`src/rtl/fpga_config_ctrl_if.sv`:
```
// Configuration word stream between a bitstream source and the FPGA config controller.
// The source drives the word and its valid flag; the controller answers with ready.
interface fpga_config_ctrl_if;
    logic        cfg_valid_i;
    logic [17:0] cfg_data_i;
    logic        cfg_ready_o;

    modport master (
        output cfg_valid_i,
        output cfg_data_i,
        input  cfg_ready_o
    );

    modport slave (
        input  cfg_valid_i,
        input  cfg_data_i,
        output cfg_ready_o
    );
endinterface

```
`src/rtl/fpga_config_ctrl.sv`:
```
// Loads one LUT truth table plus sync/carry mux selects into each logic cell in turn, then
// verifies an XOR checksum and enables the fabric flip-flops only if the checksum matched.
module fpga_config_ctrl #(
    parameter int NUM_CELLS = 8,
    parameter int IDX_W     = $clog2(NUM_CELLS)
) (
    input  logic                 clk_i,
    input  logic                 reset_i,
    input  logic                 start_i,
    fpga_config_ctrl_if.slave    cfg,
    output logic [15:0]          config_lut_o,
    output logic [NUM_CELLS-1:0] config_lut_we_o,
    output logic [NUM_CELLS-1:0] mux_sync_o,
    output logic [NUM_CELLS-1:0] mux_carry_o,
    output logic                 fabric_en_o,
    output logic                 busy_o,
    output logic                 done_o,
    output logic                 err_o
);

    typedef enum logic [2:0] {
        S_IDLE,
        S_LOAD,
        S_WRITE,
        S_CHECK,
        S_DONE,
        S_ERROR
    } state_t;

    localparam logic [IDX_W-1:0] LAST_IDX = IDX_W'(NUM_CELLS - 1);

    state_t               r_state;
    state_t               w_next;
    logic [IDX_W-1:0]     r_idx;
    logic [15:0]          r_csum;
    logic [15:0]          r_lut;
    logic [1:0]           r_hold_mux;
    logic [NUM_CELLS-1:0] r_we;
    logic [NUM_CELLS-1:0] r_mux_sync;
    logic [NUM_CELLS-1:0] r_mux_carry;
    logic                 r_fabric_en;
    logic                 r_busy;
    logic                 r_done;
    logic                 r_err;

    logic                 w_ready;
    logic                 w_hs;
    logic                 w_last;
    logic                 w_start_ok;
    logic                 w_csum_ok;
    logic [NUM_CELLS-1:0] w_we_onehot;

    // Ready is a pure state decode, so it never depends combinationally on cfg_valid_i.
    assign w_ready     = (r_state == S_LOAD) || (r_state == S_CHECK);
    assign w_hs        = cfg.cfg_valid_i && w_ready;
    assign w_last      = (r_idx == LAST_IDX);
    assign w_start_ok  = start_i && ((r_state == S_IDLE) || (r_state == S_DONE) || (r_state == S_ERROR));
    assign w_csum_ok   = (cfg.cfg_data_i[15:0] == r_csum);
    assign w_we_onehot = NUM_CELLS'(1) << r_idx;

    // NOTE: sequential state uses non-blocking assignments so every flop samples pre-edge values.
    always_ff @(posedge clk_i or posedge reset_i) begin
        if (reset_i) begin
            r_state <= S_IDLE;
        end else begin
            r_state <= w_next;
        end
    end

    // NOTE: w_next gets its default before the case so no path leaves it unassigned (no latch).
    always_comb begin
        w_next = r_state;
        case (r_state)
            S_IDLE, S_DONE, S_ERROR: begin
                if (start_i) begin
                    w_next = S_LOAD;
                end
            end
            S_LOAD: begin
                if (w_hs) begin
                    w_next = S_WRITE;
                end
            end
            S_WRITE: begin
                w_next = w_last ? S_CHECK : S_LOAD;
            end
            S_CHECK: begin
                if (w_hs) begin
                    w_next = w_csum_ok ? S_DONE : S_ERROR;
                end
            end
            default: begin
                w_next = S_IDLE;
            end
        endcase
    end

    // Status flags and the write strobe are registered from the next state so they line up
    // exactly with the state they describe while having no input-to-output path.
    always_ff @(posedge clk_i or posedge reset_i) begin
        if (reset_i) begin
            r_busy      <= 1'b0;
            r_done      <= 1'b0;
            r_err       <= 1'b0;
            r_fabric_en <= 1'b0;
            r_we        <= '0;
        end else begin
            r_busy      <= (w_next == S_LOAD) || (w_next == S_WRITE) || (w_next == S_CHECK);
            r_done      <= (w_next == S_DONE);
            r_err       <= (w_next == S_ERROR);
            r_fabric_en <= (w_next == S_DONE);
            r_we        <= (w_next == S_WRITE) ? w_we_onehot : '0;
        end
    end

    // The LUT bus register doubles as the holding register, so it keeps the last written table.
    always_ff @(posedge clk_i or posedge reset_i) begin
        if (reset_i) begin
            r_lut       <= '0;
            r_hold_mux  <= '0;
            r_idx       <= '0;
            r_csum      <= '0;
            r_mux_sync  <= '0;
            r_mux_carry <= '0;
        end else begin
            if (w_start_ok) begin
                r_idx  <= '0;
                r_csum <= '0;
            end
            if ((r_state == S_LOAD) && w_hs) begin
                r_lut      <= cfg.cfg_data_i[15:0];
                r_hold_mux <= cfg.cfg_data_i[17:16];
            end
            if (r_state == S_WRITE) begin
                r_mux_sync[r_idx]  <= r_hold_mux[1];
                r_mux_carry[r_idx] <= r_hold_mux[0];
                r_csum             <= r_csum ^ r_lut;
                if (!w_last) begin
                    r_idx <= r_idx + 1'b1;
                end
            end
        end
    end

    assign cfg.cfg_ready_o = w_ready;
    assign config_lut_o    = r_lut;
    assign config_lut_we_o = r_we;
    assign mux_sync_o      = r_mux_sync;
    assign mux_carry_o     = r_mux_carry;
    assign fabric_en_o     = r_fabric_en;
    assign busy_o          = r_busy;
    assign done_o          = r_done;
    assign err_o           = r_err;

endmodule

```
`src/flat_wrapper.sv`:
```
// flat-port wrapper written by rule: the top's interface ports become plain ports
module fpga_config_ctrl_flat 
#(
    parameter int NUM_CELLS = 8,
    parameter int IDX_W     = $clog2(NUM_CELLS)
)
  (clk_i, reset_i, start_i, config_lut_o, config_lut_we_o, mux_sync_o, mux_carry_o, fabric_en_o, busy_o, done_o, err_o, cfg_cfg_valid_i, cfg_cfg_data_i, cfg_cfg_ready_o);
  fpga_config_ctrl_if cfg_i ();
  input  logic clk_i;
  input  logic reset_i;
  input  logic start_i;
  output logic [15:0] config_lut_o;
  output logic [NUM_CELLS-1:0] config_lut_we_o;
  output logic [NUM_CELLS-1:0] mux_sync_o;
  output logic [NUM_CELLS-1:0] mux_carry_o;
  output logic fabric_en_o;
  output logic busy_o;
  output logic done_o;
  output logic err_o;
  input wire logic [$bits(cfg_i.cfg_valid_i)-1:0] cfg_cfg_valid_i;
  input wire logic [$bits(cfg_i.cfg_data_i)-1:0] cfg_cfg_data_i;
  output wire logic [$bits(cfg_i.cfg_ready_o)-1:0] cfg_cfg_ready_o;
  assign cfg_i.cfg_valid_i = cfg_cfg_valid_i;
  assign cfg_i.cfg_data_i = cfg_cfg_data_i;
  assign cfg_cfg_ready_o = cfg_i.cfg_ready_o;
  fpga_config_ctrl #(.NUM_CELLS(NUM_CELLS), .IDX_W(IDX_W)) u_core (.clk_i(clk_i), .reset_i(reset_i), .start_i(start_i), .cfg(cfg_i), .config_lut_o(config_lut_o), .config_lut_we_o(config_lut_we_o), .mux_sync_o(mux_sync_o), .mux_carry_o(mux_carry_o), .fabric_en_o(fabric_en_o), .busy_o(busy_o), .done_o(done_o), .err_o(err_o));
endmodule
```
`config.mk`:
```
export PLATFORM = sky130hd
export DESIGN_NAME = fpga_config_ctrl_flat
export DESIGN_NICKNAME = d
export VERILOG_FILES = /design/src/rtl/fpga_config_ctrl_if.sv /design/src/rtl/fpga_config_ctrl.sv /design/src/flat_wrapper.sv
export SDC_FILE = /design/constraint.sdc
export NUM_CORES = 1
export LEC_CHECK = 0
export CORE_UTILIZATION = 43
export DETAILED_ROUTE_END_ITERATION = 6
export DONT_BUFFER_PORTS = 1
export PLACE_DENSITY = 0.67
export SYNTH_ARGS = -nofsm -noshare
export SYNTH_HDL_FRONTEND = slang
export SYNTH_SLANG_ARGS = --single-unit
```
`constraint.sdc`:
```
create_clock -name clk_i -period 2.2 [get_ports clk_i]
set_input_delay 0.33 -clock clk_i [delete_from_list [all_inputs] [get_ports clk_i]]
set_output_delay 0.33 -clock clk_i [all_outputs]
set_load 0.02 [all_outputs]
```
==> metrics.yaml, run 1 <==
finalHoldViolations: 0
gr-usage-met1: 0.233
clk_pin_slew_ns: 0.07
crit_path_end_kind: "flop"
grt_use_met2: 0.263
cp.required_ns: 2.42
clockBufferDepth: 2
setup_viol: 0
status: "finished clean"
num_io_pins: 67
root_buffer: "clkbuf_8"
syn_nets: 290
cp_max_fo: 21
r2r_start: "u_core.r_state[1]"
use_met3: 0.0616
n_antenna_cell: 0
antenna_found_initial: 0
routed_wl_um: 5890
top_usage_layer: "met2"
cts_hold_buf: 1
mostFrequentLayoutCells: "dfrtp_1 (67), mux2_2 (35), o21ai_0 (35)"
cts-resized-gates: 0
chipWidth_um: 85.8
dp_hpwl_um: 4050
synth_seq_area_share: 0.555
nets: 298
grt_pass1_vias: 1969
rsz0062_at_grt: "no"
holdCritStartpoint: "cfg_cfg_data_i[0]"
die_area_um2: 7370
holdPathStages: 1
report.final.slew_viol_count: 0
core_area_um2: 6790
synth_edf_count: 0
post_cts_buffers: 0
worst_setup_path_start_kind: "flop"
r2r_slack_ns: 0.36
synth_seq_cells: 67
cts.sinks: 67
crit_arrival_ns: 2.06
p_leak_nw: 1.48
initial_core_util: 0.445
gr-total-overflow: 0
drive_above_1_share: 0.231
die_h_um: 85.8
num_vias: 1938
mostFrequentLayoutCell: "dfrtp_1"
period_needed_ns: 1.84
r2r-end: "u_core.mux_carry_o[7]"
place.gp.congestion: 0.773
fin_crit_sh: 0.836
critPathKind: "flop to flop"
htree_levels: 3
ys_types: 35
synth_top_area_frac: 0.555
min_path_type: "primary input to flop"
grt_max_degree: 43
async_flop_share: 1.00
maxSlewHeadroom: 0.241
skew_ns: 0.00643
max_freq_ghz: 0.544
detail_route.iter0.violations: 155
postSynthCellCount: 262
worst-r2r-cell-count: 3
cts-buffers-inserted: 9
grt_usage: 0.176
fp-row-count: 30
wl_per_cell_um: 16.0
yosysTopAreaCell: "dfrtp_1"
drt_pre_antenna_iters: 4
synth-warning-count: 0
p_per_area_nw_per_um2: 1380
avgSynthCellArea_um2: 11.5
worstHoldEndpoint: "u_core.config_lut_o[0]"
clk_latency_ns: 0.33
viasPerCell: 5.25
synth.cell_area_um2: 3020
tightest_slew_ns: 1.13
drc_errors: 0
cts_tree: "built"
ant_nets: 0
areaGrowthSynthToFinish_pct: 9.56
grt_first_pass_wirelength_um: 9870
vdd_drop_max_mv: 0.628
io_buffers: 0
synth_area_leaders: "dfrtp_1 (55%), mux2_2 (13%), o21ai_0 (5.8%), xnor2_1 (4.6%), nor2_1 (2.9%)"
cap_violations: 0
synth_ff_type: "dfrtp_1"
final.setup.tns_ns: 0
timing.hold.ws_ns: 0.143
worst max-delay path by stage:
stage,startpoint,end,slack [ns],depth (start not counted)
finish,u_core.r_state[1],u_core.mux_carry_o[7],0.36,3
global route,u_core.r_state[1],u_core.r_csum[3],0.17,3
CTS,u_core.r_state[1],u_core.r_csum[3],0.34,3
detailed placement,u_core.r_state[1],u_core.mux_sync_o[7],0.35,3
global placement,u_core.r_state[1],u_core.mux_sync_o[7],0.38,3
floorplan,reset_i,u_core.busy_o,0.19,1
final cells by class:
class | instances | area, um^2
clock buffer | 11 | 151
fill | 636 | 3480
inverter | 7 | 26.3
tap | 96 | 120
timing repair buffer | 8 | 75.1
clock inverter | 3 | 15.0
multi-input combinational | 177 | 1250
sequential | 67 | 1680
synth_stat cells, drive strengths merged, types with 2 or more instances:
cell	count
a21oi	2
and2	2
and3	7
buf	10
dfrtp	67
ha	6
inv	7
mux2	35
nand2	22
nand2b	3
nand3	3
nand4	4
nor2	25
nor3	4
o211ai	2
o21ai	35
xnor2	16
critical path, stage by stage, from the launching register on:
cell and delay [ns]:
dfrtp_1 0.49, or3b_4 0.57, nor3_1 0.31, mux2_2 0.37
flip-flops by register name, summed over array words and instances, names as in the netlist:
register,flops
u_core.mux_carry_o,8
u_core.r_state,3
u_core.fabric_en_o,1
u_core.err_o,1
u_core.config_lut_we_o,8
u_core.mux_sync_o,8
u_core.config_lut_o,16
u_core.r_hold_mux,2
u_core.r_csum,16
u_core.r_idx,3
u_core.busy_o,1
where the power goes:
part / leakage, nW / internal (mW) / switching [mW]
combinational: 0.523 / 0.609 / 0.605
clock: 0.0908 / 0.452 / 0.435
sequential: 0.869 / 1.67 / 0.800
total: 1.48 / 2.73 / 1.84
stage by stage:
stage | std cells | total power, mW | utilization | instance area [um^2] | setup WS [ns]
3_5_place_dp | 354 | 3.72 | 0.462 | 3140 | 0.352
4_1_cts | 369 | 4.62 | 0.487 | 3310 | 0.335
5_1_grt | 369 | 4.89 | 0.487 | 3310 | 0.165
3_3_place_gp | 354 | 3.66 | 0.462 | 3140 | 0.377
2_1_floorplan | 262 | 3.39 | - | 3020 | 0.187
6_report | 369 | 4.57 | 0.487 | 3310 | 0.360
logic make-up after synthesis:
logic type               count (synthesis)  synth area share
adder cells (fa/ha/maj)                  6            0.0248
AO/OA/AOI/OAI                           44            0.0799
XOR/XNOR                                16            0.0464
multiplexers                            36             0.134
buffers and inverters                   18            0.0327
AND/OR/NAND/NOR                         75             0.128
flip-flops                              67             0.555
layer usage:
layer  part of all wire  wire length [um]
met5                  0                 0
met3              0.072               426
met4              0.013                78
met2               0.47              2740
met1               0.45              2640
Power figures use the tool's default switching activity.
==> run 2: changes to the inputs <==
- ABC_AREA: unset -> 1
- clock period: 2.2 -> 1.9 ns (I/O delays scaled with it)
==> run 2 against run 1 <==
Maximum frequency grew 15%. Clock skew grew 0.00063 ns. Die area up 2.2%. Critical path depth increased by 3. Synthesized cell count increased by 34%. Global-route usage is essentially flat. Routed wire length is 0.37% higher. Sequential power increased by 15%. Register-to-register slack worse by 0.06 ns. Largest power group unchanged.
==> metrics.yaml, run 2 <==
cts-buffers-inserted: 9  # unchanged
timing.hold.ws_ns: 0.0512  # was 0.143 ns
synth_seq_cells: 67  # unchanged
setup_viol: 0  # unchanged
syn_nets: 378  # was 290
fin_area_um2: 3440  # was 3310 um^2
worst-r2r-cell-count: 6  # was 3
holdPathStages: 2  # was 1
synth_ff_type: "dfrtp_1"  # unchanged
rsz0062_at_grt: "no"  # unchanged
chipWidth_um: 86.8  # was 85.8 um
maxSlewHeadroom: 0.603  # was 0.241
wl_per_cell_um: 12.9  # was 16.0 um
cts-resized-gates: 0  # unchanged
synth_seq_area_share: 0.542  # was 0.555
synth_edf_count: 0  # unchanged
drc_errors: 0  # unchanged
p_leak_nw: 1.66  # was 1.48 nW
vdd_drop_max_mv: 0.658  # was 0.628 mV
avgSynthCellArea_um2: 8.83  # was 11.5 um^2
synthSimpleGateAreaFrac: 0.205  # was 0.128
async_flop_share: 1.00  # unchanged
grt_max_degree: 44  # was 43
tightest_slew_ns: 0.595  # was 1.13 ns
postSynthCellCount: 350  # was 262
post_dp_cell_area_um2: 3200  # was 3140 um^2
nets: 385  # was 298
yosysTopAreaCell: "dfrtp_1"  # unchanged
worstHoldEndpoint: "u_core.r_hold_mux[1]"  # was u_core.config_lut_o[0]
die_area_um2: 7530  # was 7370 um^2
num_io_pins: 67  # unchanged
htree_levels: 3  # unchanged
r2r_start: "u_core.r_state[2]"  # was u_core.r_state[1]
p_per_area_nw_per_um2: 1720  # was 1380 nW/um^2
mostFrequentLayoutCell: "nand2_1"  # was dfrtp_1
clk_pin_slew_ns: 0.08  # was 0.07 ns
cp.required_ns: 2.11  # was 2.42 ns
drt_pre_antenna_iters: 4  # unchanged
synth_top_family_by_area: "simple AND/OR/NAND/NOR gates"  # was multiplexers
mostFrequentLayoutCells: "nand2_1 (96), dfrtp_1 (67), inv_1 (50)"  # was dfrtp_1 (67), mux2_2 (35), o21ai_0 (35)
cp_max_fo: 40  # was 21
antenna_found_initial: 0  # unchanged
core_area_um2: 6870  # was 6790 um^2
post_cts_buffers: 0  # unchanged
areaGrowthSynthToFinish_pct: 11.2  # was 9.56%
cts.sinks: 67  # unchanged
clockBufferDepth: 2  # unchanged
detail_route.iter0.violations: 94  # was 155
die_h_um: 86.8  # was 85.8 um
fp-row-count: 30  # unchanged
status: "finished clean"  # unchanged
period_needed_ns: 1.60  # was 1.84 ns
initial_core_util: 0.450  # was 0.445
root_buffer: "clkbuf_8"  # unchanged
holdCritStartpoint: "cfg_cfg_data_i[17]"  # was cfg_cfg_data_i[0]
crit_arrival_ns: 1.81  # was 2.06 ns
synthMuxAreaShare: 0  # was 0.134
drive_above_1_share: 0.105  # was 0.231
yosysMostFrequentCell: "nand2_1"  # was dfrtp_1
cts_hold_buf: 1  # unchanged
clk_latency_ns: 0.35  # was 0.33 ns
dp_hpwl_um: 4150  # was 4050 um
num_vias: 2207  # was 1938
worst_setup_path_start_kind: "flop"  # unchanged
r2r-end: "u_core.config_lut_o[8]"  # was u_core.mux_carry_o[7]
viasPerCell: 4.82  # was 5.25
max_freq_ghz: 0.626  # was 0.544 GHz
min_path_type: "primary input to flop"  # unchanged
synthXorXnorAreaFrac: 0.0453  # was 0.0464
final.setup.tns_ns: 0  # unchanged
finalHoldViolations: 0  # unchanged
synth-warning-count: 0  # unchanged
r2r_slack_ns: 0.30  # was 0.36 ns
place.gp.congestion: 0.813  # was 0.773
synthAdderAreaFrac: 0.0243  # was 0.0248
n_antenna_cell: 0  # unchanged
ys_types: 24  # was 35
yosys-top-cells-count: "nand2_1 (96), dfrtp_1 (67), inv_1 (51)"  # was dfrtp_1 (67), mux2_2 (35), o21ai_0 (35)
fin_crit_sh: 0.841  # was 0.836
ant_nets: 0  # unchanged
synth_top_area_frac: 0.542  # was 0.555
synth_compound_area_frac: 0.0979  # was 0.0799
crit_path_end_kind: "flop"  # unchanged
grt_usage: 0.176  # about the same
routed_wl_um: 5920  # was 5890 um
grt_pass1_vias: 2225  # was 1969
n_fill_cell: 635  # was 636
io_buffers: 0  # unchanged
synth.cell_area_um2: 3090  # was 3020 um^2
cap_violations: 0  # unchanged
gr-total-overflow: 0  # unchanged
synth_area_leaders: "dfrtp_1 (54%), nand2_1 (12%), inv_1 (6.2%), xnor2_1 (4.5%), o22ai_1 (3.6%)"  # was dfrtp_1 (55%), mux2_2 (13%), o21ai_0 (5.8%), xnor2_1 (4.6%), nor2_1 (2.9%)
report.final.slew_viol_count: 0  # unchanged
skew_ns: 0.00706  # was 0.00643 ns
cts_tree: "built"  # unchanged
critPathKind: "flop to flop"  # unchanged
grt_first_pass_wirelength_um: 10100  # was 9870 um
## run 2: cell types whose count changed in the layout (fill, tap and decap cells not counted), sizes merged, moves of 7 or more
cell / delta
nand2: +76
inv: +49
mux2: -35
o22ai: +18
and3: -7
nor3: +7
## run 2: logic make-up (layout without fill, tap and decap cells)
family | count (synthesis) | in the layout
adders and majority gates | 6 | 6
buffers and inverters | 65 | 77
xor gates and xnor gates | 16 | 16
and+or+nand+nor | 140 | 140
DFF | 67 | 67
AOI/OAI and AO/OA | 56 | 56
## run 2: worst max path at each step
stage	startpoint	to	slack, ns	depth (start not counted)
floorplan	u_core.r_idx[0]	u_core.busy_o	0.47	8
global placement	u_core.r_state[2]	u_core.config_lut_o[3]	0.33	6
detailed placement	u_core.r_state[2]	u_core.config_lut_o[12]	0.27	6
CTS	u_core.r_state[2]	u_core.config_lut_o[12]	0.27	6
global route	u_core.r_state[2]	u_core.config_lut_o[0]	0.07	6
finish	u_core.r_state[2]	u_core.config_lut_o[8]	0.30	6
## run 2: worst max-delay path: stages, from the launching register on
cell	delay, ns
dfrtp_1	0.43
nor2_4	0.22
inv_2	0.08
nor3_4	0.22
inv_2	0.29
nand2_1	0.12
o21ai_0	0.09
## run 2: cell type report
cell class,instances,area [um^2],share of cell area
Timing Repair Buffer,5,52.6,0.0153
Multi-Input combinational cell,218,1150,0.335
Clock inverter,7,100,0.0291
Inverter,56,214,0.0622
Clock buffer,9,124,0.0360
Sequential cell,67,1680,0.488
Tap cell,96,120,0.0349
## run 2: power by group
| part | internal [mW] | leakage, nW | switching (mW) |
|---|---|---|---|
| Combinational | 0.702 | 0.680 | 1.05 |
| Clock | 0.744 | 0.102 | 0.579 |
| Sequential | 1.95 | 0.881 | 0.887 |
| Total | 3.40 | 1.66 | 2.52 |
## run 2: metrics by stage
step / instances / utilization / power, mW / worst slack [ns]
3_3_place_gp: 441 / 0.466 / 4.57 / 0.327
3_5_place_dp: 441 / 0.466 / 4.65 / 0.274
2_1_floorplan: 350 / - / 4.24 / 0.472
5_1_grt: 458 / 0.501 / 6.38 / 0.0687
6_report: 458 / 0.501 / 5.91 / 0.302
4_1_cts: 458 / 0.501 / 5.99 / 0.273
## run 2: metal layers
metal	part of all wire	wire [um]	global-route usage	up-vias
met2	0.47	2810	0.283	63
met4	0.029	170	0.100	0
li1	-	-	-	1103
met5	0	0	0	-
met1	0.43	2560	0.208	1028
met3	0.064	380	0.0562	13
==> run 3: changes to the inputs <==
- clock period: 1.9 -> 1.5 ns (I/O delays scaled with it)
==> run 3 against run 2 <==
Sequential share of layout area is 1.0 points lower. First-iteration DRC count down 5.3%. Die area unchanged. Power up 27%. Sequential power increased by 26%. Via count grew 0.86%. Worst hold slack worse by 0.023 ns. Global-route usage grew 0.27 points. Maximum frequency grew 16%. Clock-buffer cell count increased by 1. Critical endpoint is now u_core.busy_o.
==> metrics.yaml, run 3 (same netlist as run 2, synthesis figures left out) <==
status: "finished clean"  # unchanged
die_area_um2: 7530  # unchanged
wl_met3_um: 442  # was 380 um
clk_latency_ns: 0.35  # about the same
n_antenna_cell: 0  # unchanged
critPathKind: "flop to flop"  # unchanged
root_buffer: "clkbuf_8"  # unchanged
io_buffers: 0  # unchanged
place.gp.congestion: 0.892  # was 0.813
tightest_slew_ns: 0.435  # was 0.595 ns
crit_arrival_ns: 1.61  # was 1.81 ns
clockBufferDepth: 2  # unchanged
cts-buffers-inserted: 9  # unchanged
clk_pin_slew_ns: 0.08  # about the same
num_vias: 2226  # was 2207
ant_nets: 0  # unchanged
drive_above_1_share: 0.134  # was 0.105
p_per_area_nw_per_um2: 2130  # was 1720 nW/um^2
grt_max_degree: 41  # was 44
grt_first_pass_wirelength_um: 10100  # about the same
wl_met2_um: 2840  # was 2810 um
wl_per_cell_um: 12.8  # was 12.9 um
antenna_found_initial: 0  # unchanged
drc_errors: 0  # unchanged
core_area_um2: 6870  # unchanged
setup_viol: 0  # unchanged
cap_violations: 0  # unchanged
cts.sinks: 67  # unchanged
crit_path_end_kind: "flop"  # unchanged
areaGrowthSynthToFinish_pct: 13.7  # was 11.2%
post_dp_cell_area_um2: 3260  # was 3200 um^2
report.final.slew_viol_count: 0  # unchanged
nets: 395  # was 385
n_fill_cell: 647  # was 635
fin_crit_sh: 0.915  # was 0.841
chipWidth_um: 86.8  # unchanged
timing.hold.ws_ns: 0.0281  # was 0.0512 ns
holdPathStages: 2  # unchanged
cp.required_ns: 1.74  # was 2.11 ns
detail_route.iter0.violations: 89  # was 94
drt_pre_antenna_iters: 4  # unchanged
mostFrequentLayoutCell: "nand2_1"  # unchanged
finalHoldViolations: 0  # unchanged
rsz0062_at_grt: "yes"  # was no
period_needed_ns: 1.37  # was 1.60 ns
initial_core_util: 0.450  # unchanged
grt_pass1_vias: 2345  # was 2225
fin_area_um2: 3520  # was 3440 um^2
m1WireLength_um: 2610  # was 2560 um
place_inst: 448  # was 441
instances_no_fill: 468  # was 458
routed_wl_um: 5990  # was 5920 um
p_total_mw: 7.50  # was 5.91 mW
skew_ns: 0.00934  # was 0.00706 ns
worst-r2r-cell-count: 8  # was 6
cp_max_fo: 2  # was 40
worst_setup_path_start_kind: "flop"  # unchanged
utilization: 0.512  # was 0.501
pre_cts_ws_ns: 0.0512  # was 0.274 ns
maxSlewHeadroom: 0.710  # was 0.603
cts_tree: "built"  # unchanged
fp-row-count: 30  # unchanged
min_path_type: "primary input to flop"  # unchanged
htree_levels: 3  # unchanged
viasPerCell: 4.76  # was 4.82
final.setup.tns_ns: 0  # unchanged
routed.top_layer: "met4"  # unchanged
worst_slack_ns: 0.128  # was 0.302 ns
p_leak_nw: 1.71  # was 1.66 nW
vdd_drop_max_mv: 0.875  # was 0.658 mV
grt_usage: 0.179  # was 0.176
gr-total-overflow: 0  # unchanged
num_io_pins: 67  # unchanged
dp_hpwl_um: 4290  # was 4150 um
mostFrequentLayoutCells: "nand2_1 (96), dfrtp_1 (66), inv_1 (49)"  # was nand2_1 (96), dfrtp_1 (67), inv_1 (50)
die_h_um: 86.8  # unchanged
max_freq_ghz: 0.729  # was 0.626 GHz
## run 3: changes by cell type in the layout (fill, tap and decap cells not counted), sizes merged
cell	delta
clkinvlp	-1
dlygate4sd3	+2
bufinv	-1
clkbuf	+1
clkinv	+1
buf	+8
## run 3: final timing paths
kind,start,end,slack [ns]
min in group asynchronous,reset_i,u_core.r_hold_mux[1],0.37
worst min-delay path,cfg_cfg_data_i[9],u_core.config_lut_o[9],0.03
max in group asynchronous,reset_i,u_core.config_lut_we_o[5],0.55
worst max register to register,u_core.r_idx[0],u_core.busy_o,0.13
worst min register to register,u_core.r_csum[2],u_core.r_csum[2],0.59
worst max-delay path,u_core.r_idx[0],u_core.busy_o,0.13
## run 3: area by class of cell
class | instances | area (um^2) | share of cell area
sequential | 67 | 1680 | 0.477
multi-input combinational | 218 | 1170 | 0.332
inverter | 56 | 216 | 0.0616
clock buffer | 10 | 138 | 0.0391
timing repair buffer | 15 | 133 | 0.0377
tap | 96 | 120 | 0.0342
clock inverter | 6 | 63.8 | 0.0181
## run 3: report_power, final
| group | internal (mW) | total, mW | leakage [nW] | switching, mW |
|---|---|---|---|---|
| Combinational | 0.992 | 2.42 | 0.736 | 1.43 |
| Sequential | 2.48 | 3.57 | 0.880 | 1.09 |
| Clock | 0.812 | 1.51 | 0.0987 | 0.702 |
| Total | 4.28 | 7.50 | 1.71 | 3.22 |
## run 3: critical path, stage by stage, from the launching register on
cell     delay [ns]
dfrtp_1        0.38
ha_2           0.19
ha_1           0.18
inv_2          0.06
o22ai_1        0.08
nor2_2         0.15
nand3_1        0.10
nand2_1        0.07
inv_1          0.04
## run 3: what timing repair did
item / in CTS / in global routing
resized for setup: 0 / 8
buffers inserted: 0 / 1
hold buffers: 3 / 0
endpoints found under the hold margin: 18 / 0
endpoints found under the setup margin: 0 / 25
## run 3: per-layer routing
metal  vias up  global-route usage
met5         -                   0
met4         0              0.0894
met3         6              0.0733
met2        63               0.294
met1      1033               0.199
li1       1124                   -
